===== config.mk =====
export PLATFORM = sky130hd
export DESIGN_NAME = if_fetch_flat
export DESIGN_NICKNAME = d
export VERILOG_FILES = /design/src/rtl/if_fetch_if.sv /design/src/rtl/if_fetch.sv /design/src/flat_wrapper.sv
export SDC_FILE = /design/constraint.sdc
export NUM_CORES = 1
export LEC_CHECK = 0
export CAP_MARGIN = 25
export CORE_MARGIN = 1.5
export CORE_UTILIZATION = 52
export CTS_CLUSTER_SIZE = 20
export DETAILED_ROUTE_END_ITERATION = 10
export GPL_TIMING_DRIVEN = 0
export PLACE_DENSITY_LB_ADDON = 0.3
export SLEW_MARGIN = 5
export SYNTH_ARGS = -nofsm -noshare
export SYNTH_HDL_FRONTEND = slang
export SYNTH_SLANG_ARGS = --single-unit

===== constraint.sdc =====
create_clock -name clk -period 3.5 [get_ports clk]
set_clock_uncertainty 0.1 [all_clocks]
set_input_delay 0.7 -clock clk [delete_from_list [all_inputs] [get_ports clk]]
set_output_delay 0.7 -clock clk [all_outputs]
set_load 0.05 [all_outputs]

===== src/rtl/if_fetch_if.sv =====
// if_fetch_if: instruction-memory request/grant and in-order response bus
interface if_fetch_if #(
  parameter int ADDR_W  = 32,
  parameter int INSTR_W = 32
);
  logic               o_imem_req;
  logic [ADDR_W-1:0]  o_imem_addr;
  logic               i_imem_gnt;
  logic               i_imem_rvalid;
  logic [INSTR_W-1:0] i_imem_rdata;
  modport master (output o_imem_req, o_imem_addr, input i_imem_gnt, i_imem_rvalid, i_imem_rdata);
  modport slave (input o_imem_req, o_imem_addr, output i_imem_gnt, i_imem_rvalid, i_imem_rdata);
endinterface


===== src/rtl/if_fetch.sv =====
// if_fetch: fetch PC, in-order imem requests, response FIFO and branch redirect
module if_fetch #(
  parameter int                ADDR_W   = 32,
  parameter int                INSTR_W  = 32,
  parameter logic [ADDR_W-1:0] RESET_PC = '0,
  parameter int                DEPTH    = 2
) (
  input  logic               clk,
  input  logic               aresetn,
  input  logic               stall,
  input  logic               i_branch_taken,
  input  logic [ADDR_W-1:0]  i_branch_target,
  if_fetch_if.master         imem,
  output logic               o_valid,
  output logic [ADDR_W-1:0]  o_pc,
  output logic [INSTR_W-1:0] o_instr
);
  localparam int PW = $clog2(DEPTH);
  localparam int CW = $clog2(DEPTH + 1);
  logic [ADDR_W-1:0]  fetch_pc_q, fetch_pc_d, resp_pc_q, resp_pc_d;
  logic [PW-1:0]      rd_ptr_q, rd_ptr_d, wr_ptr_q, wr_ptr_d;
  logic [CW-1:0]      count_q, count_d, inflight_q, inflight_d, drop_q, drop_d;
  logic [ADDR_W-1:0]  pc_mem_q [DEPTH];
  logic [INSTR_W-1:0] instr_mem_q [DEPTH];
  logic               grant, resp, push, pop;
  // request only while FIFO slots cover every outstanding request; head drives the outputs
  always_comb begin
    imem.o_imem_req  = aresetn & ~i_branch_taken & (({1'b0, count_q} + {1'b0, inflight_q}) < (CW+1)'(DEPTH));
    imem.o_imem_addr = fetch_pc_q;
    grant            = imem.o_imem_req & imem.i_imem_gnt;
    resp             = imem.i_imem_rvalid & (inflight_q != '0);
    push             = resp & (drop_q == '0) & ~i_branch_taken;
    o_valid          = count_q != '0;
    pop              = o_valid & ~stall & ~i_branch_taken;
    o_pc             = o_valid ? pc_mem_q[rd_ptr_q] : '0;
    o_instr          = o_valid ? instr_mem_q[rd_ptr_q] : '0;
  end
  // next state; a redirect empties the FIFO and marks every still-outstanding response stale
  always_comb begin
    fetch_pc_d = i_branch_taken ? i_branch_target : grant ? fetch_pc_q + ADDR_W'(4) : fetch_pc_q;
    resp_pc_d  = i_branch_taken ? i_branch_target : push ? resp_pc_q + ADDR_W'(4) : resp_pc_q;
    wr_ptr_d   = i_branch_taken ? '0 : wr_ptr_q + PW'(push);
    rd_ptr_d   = i_branch_taken ? '0 : rd_ptr_q + PW'(pop);
    count_d    = i_branch_taken ? '0 : count_q + CW'(push) - CW'(pop);
    inflight_d = inflight_q + CW'(grant) - CW'(resp);
    drop_d     = i_branch_taken ? inflight_q - CW'(resp) : drop_q - CW'(resp && (drop_q != '0));
  end
  // control state with asynchronous clear
  always_ff @(posedge clk or negedge aresetn) begin
    if (!aresetn) begin
      fetch_pc_q <= RESET_PC;
      resp_pc_q  <= RESET_PC;
      rd_ptr_q   <= '0;
      wr_ptr_q   <= '0;
      count_q    <= '0;
      inflight_q <= '0;
      drop_q     <= '0;
    end else begin
      fetch_pc_q <= fetch_pc_d;
      resp_pc_q  <= resp_pc_d;
      rd_ptr_q   <= rd_ptr_d;
      wr_ptr_q   <= wr_ptr_d;
      count_q    <= count_d;
      inflight_q <= inflight_d;
      drop_q     <= drop_d;
    end
  end
  // FIFO payload; entries are only read while counted, so no reset is needed
  always_ff @(posedge clk) begin
    if (push) begin
      pc_mem_q[wr_ptr_q]    <= resp_pc_q;
      instr_mem_q[wr_ptr_q] <= imem.i_imem_rdata;
    end
  end
endmodule


===== src/flat_wrapper.sv =====
// flat-port wrapper written by rule: the top's interface ports become plain ports
module if_fetch_flat 
#(
  parameter int                ADDR_W   = 32,
  parameter int                INSTR_W  = 32,
  parameter logic [ADDR_W-1:0] RESET_PC = '0,
  parameter int                DEPTH    = 2
)
  (clk, aresetn, stall, i_branch_taken, i_branch_target, o_valid, o_pc, o_instr, imem_o_imem_req, imem_o_imem_addr, imem_i_imem_gnt, imem_i_imem_rvalid, imem_i_imem_rdata);
  if_fetch_if #(.ADDR_W(ADDR_W), .INSTR_W(INSTR_W)) imem_i ();
  input  logic clk;
  input  logic aresetn;
  input  logic stall;
  input  logic i_branch_taken;
  input  logic [ADDR_W-1:0] i_branch_target;
  output logic o_valid;
  output logic [ADDR_W-1:0] o_pc;
  output logic [INSTR_W-1:0] o_instr;
  output wire logic [$bits(imem_i.o_imem_req)-1:0] imem_o_imem_req;
  output wire logic [$bits(imem_i.o_imem_addr)-1:0] imem_o_imem_addr;
  input wire logic [$bits(imem_i.i_imem_gnt)-1:0] imem_i_imem_gnt;
  input wire logic [$bits(imem_i.i_imem_rvalid)-1:0] imem_i_imem_rvalid;
  input wire logic [$bits(imem_i.i_imem_rdata)-1:0] imem_i_imem_rdata;
  assign imem_o_imem_req = imem_i.o_imem_req;
  assign imem_o_imem_addr = imem_i.o_imem_addr;
  assign imem_i.i_imem_gnt = imem_i_imem_gnt;
  assign imem_i.i_imem_rvalid = imem_i_imem_rvalid;
  assign imem_i.i_imem_rdata = imem_i_imem_rdata;
  if_fetch #(.ADDR_W(ADDR_W), .INSTR_W(INSTR_W), .RESET_PC(RESET_PC), .DEPTH(DEPTH)) u_core (.clk(clk), .aresetn(aresetn), .stall(stall), .i_branch_taken(i_branch_taken), .i_branch_target(i_branch_target), .imem(imem_i), .o_valid(o_valid), .o_pc(o_pc), .o_instr(o_instr));
endmodule

==> results by group <==
Run status
  – Run status: finished, final reports clean

Job
  – Max Cap Viol: 0

Routing
  – First-pass detailed-route iteration total: 5
  – Via Count: between 6000 and 7000
  – DR WL/cell: about 19 um
  – Detailed Route Iter0 Violations: between 500 and 600
  – Via density: ~5.6
  – Wirelength, routed: roughly 21000 um
  – ANT nets after route: 0
  – DRC Markers: 0

Finish
  – # diodes: 0
  – Final core utilization: a little over two thirds
  – Post-route insts no fill: approximately 1100
  – Layout area overhead: 30.2%
  – Final Net Count: ~960
  – Share of post-route cells with drive strength above 1: 9.14%

Critical path
  – Max stage delay on crit path: just over 800 ps
  – Worst-path fanout max: 10
  – Reg2Reg Launch Point: u_core.count_q[0]$_DFF_PN0_
  – Critical Path End Type: output pin
  – Worst EP arrival: ~2600 ps
  – Worst path bufs/invs: 3
  – Critical Path RT: ~2700 ps
  – CP Cell Sequence: clkbuf_2, buf_2, mux2i_1, nor2_1, clkdlybuf4s50_1
  – CP Class: reg2out
  – Crit-path slowest cell: clkdlybuf4s50_1
  – Worst setup SP type: flip-flop
  – CP Launch Point: u_core.rd_ptr_q$_DFF_PN0_
  – CP delay by family, top: buffers and inverters

Clock tree
  – CTS root buffer: clkbuf_16
  – Setup bufs post-CTS: 0
  – CTS tree: built
  – H-tree levels: 4
  – Max Buffers Root-to-Sink: 2
  – CTS clk-pin slew, worst paths: roughly 70 ps
  – Clock Sinks: 200
  – Worst skew pair latency: ~440 ps
  – Total CTS buffers: 17

Power
  – Peak VDD IR: ~360 uV
  – LEAKAGE: between 4 and 5 nW
  – Power Density: approximately 620 mW/mm2

STA
  – Final Slew Violations: 0
  – Setup violations, final: 0
  – Final period util: between 90% and 100%
  – Period minus WS final: 3360 ps
  – Final Hold Fails: 0
  – Unrepaired setup endpoints after global routing: no
  – PnR worst setup slack: roughly 140 ps
  – Worst hold slack: 164 ps
  – Setup_tns: 0 ps
  – Max-Slew Margin vs Limit: between 30% and 40%
  – Maximum clock rate: slightly below 300 MHz
  – Slew @ Worst Pin: between 900 and 1000 ps

Floorplanning
  – Core Area: roughly 0.017 mm2
  – Top Ports: approximately 170
  – Die Width: around 130 um
  – DIE AREA: between 0.015 and 0.02 mm2
  – Initial Utilization: around 53%
  – Site Rows: 47
  – Die height: around 130 um

Placement
  – Gpl congestion: around 0.97
  – DP Worst Slack: -192 ps
  – Dpl cells: 1084
  – Port bufs: between 150 and 200
  – Post-DP HPWL: around 15000 um

Global route
  – Global Route Usage Sum: between 20% and 30%
  – Largest net degree at the start of global routing: 67
  – Initial antenna violation count: 0
  – First-pass GRT wire length: ~33000 um
  – GRT overflow: 0
  – Vias in the first global route: 6250

Synth
  – Register area share after synthesis: a little under two thirds
  – #FFs+latches synth: 200
  – Syn_nets: about 780
  – Syn Inst Count: around 700
  – Post-synth EDFFs: 128
  – Primary FF master, synth: edfxtp_1
  – Synthesized area: 0.00890 mm2
  – Async S/R FF share, synth: between 30 and 40%
  – Synth warn: 0
  – Avg Cell Area, Syn: between 10 and 15 um2
  – Netlist cell types: between 40 and 50

Min path
  – Worst Hold Class: in2async
state kept, by name (all words and copies together), names as in the netlist:
signal,flops
u_core.instr_mem_q,64
u_core.pc_mem_q,64
u_core.rd_ptr_q,1
u_core.imem.o_imem_addr,32
u_core.wr_ptr_q,1
u_core.drop_q,2
u_core.inflight_q,2
u_core.count_q,2
u_core.resp_pc_q,32
Yosys cell counts (12+ instances only):
library cell / instances / share of area, %
nand3_1: 26 / 1.5
xnor2_1: 30 / 3.0
inv_1: 18 / 0.76
dfrtp_1: 72 / 20
nand4_1: 14 / 0.98
mux2i_1: 67 / 7.5
xor2_1: 12 / 1.2
edfxtp_1: 128 / 43
nor2_1: 91 / 3.8
o21ai_0: 30 / 1.7
clkbuf_1: 16 / 0.67
nand2_1: 52 / 2.2
mux2_2: 14 / 1.8
layer usage:
metal | vias up | wire, um | global-route usage (%)
li1 | 2914 | - | -
met1 | 3026 | 8780 | 32.3
met2 | 324 | 9730 | 37.4
met3 | 44 | 1720 | 5.67
met4 | 0 | 532 | 9.78
met5 | - | 0 | 0
final cells by class:
class	count	area, um2
Buffer	31	153
Clock buffer	20	437
Timing Repair Buffer	170	1720
Multi-Input combinational cell	445	3060
Tap cell	220	275
Fill cell	1131	5050
Inverter	19	71.3
Clock inverter	12	225
Sequential cell	200	5650
cell usage in the layout, fill, tap and decap left out, types with 3 or more instances in the layout:
cell,n
nand2_1,52
xor2_1,12
clkinvlp_4,3
mux2i_1,67
mux2_2,14
o211ai_1,10
nor2_1,91
clkbuf_1,15
xnor2_1,30
ha_1,7
o21ai_1,6
and4_1,6
dfrtp_1,72
nor4_4,5
o311ai_0,7
dlygate4sd2_1,7
a21oi_1,7
a31oi_1,5
nor4_1,9
inv_1,18
bufinv_16,6
o21ai_0,30
buf_2,7
edfxtp_1,128
nor2b_1,3
clkdlybuf4s50_1,159
and3_1,8
clkbuf_16,17
clkbuf_2,7
nand4_1,14
nor3_1,9
nand3_1,26
worst paths after layout:
check / end / slack, ps / depth (start not counted)
min reg2reg: u_core.pc_mem_q[1][1]$_DFFE_PP_ / 380 / 0
max reg2reg: u_core.imem.o_imem_addr[26]$_DFFE_PN0P_ / 520 / 10
max: o_pc[25] / 140 / 5
max in group asynchronous: u_core.resp_pc_q[10]$_DFFE_PN0P_ / 2440 / 2
min in group clk: u_core.pc_mem_q[1][1]$_DFFE_PP_ / 380 / 0
min: u_core.imem.o_imem_addr[7]$_DFFE_PN0P_ / 160 / 2
per-stage QoR:
| stage | power, mW | cell area [um2] |
|---|---|---|
| detailed placement | 5.08 | 10900 |
| CTS | 7.24 | 11600 |
| floorplan | 4.32 | 8900 |
| global placement | 5.01 | 10800 |
| finish | 7.21 | 11600 |
| global route | 7.48 | 11600 |
report_power, final:
group,total (mW),internal [mW],switching [mW]
sequential,2.94,2.75,0.195
clock,2.18,1.34,0.835
combinational,2.09,0.714,1.37
repair_timing:
action	4_1_cts	5_1_grt
hold buffers	1	0
endpoints found under the hold margin	7	0
setup endpoints to repair	51	24
gates resized for setup	11	3
pin swaps	0	0
cell families (layout without fill, tap and decap cells):
logic type,after synthesis,count (layout),share of synthesized area (%)
adders and majority gates,10,10,1.49
DFF,200,200,63.4
buffers and inverters,50,252,2.42
and+or+nand+nor,241,241,14.3
AOI/OAI and AO/OA,71,71,4.88
xor gates and xnor gates,42,42,4.13
muxes,81,81,9.31
Note: power is estimated with default switching activity, not from simulation.
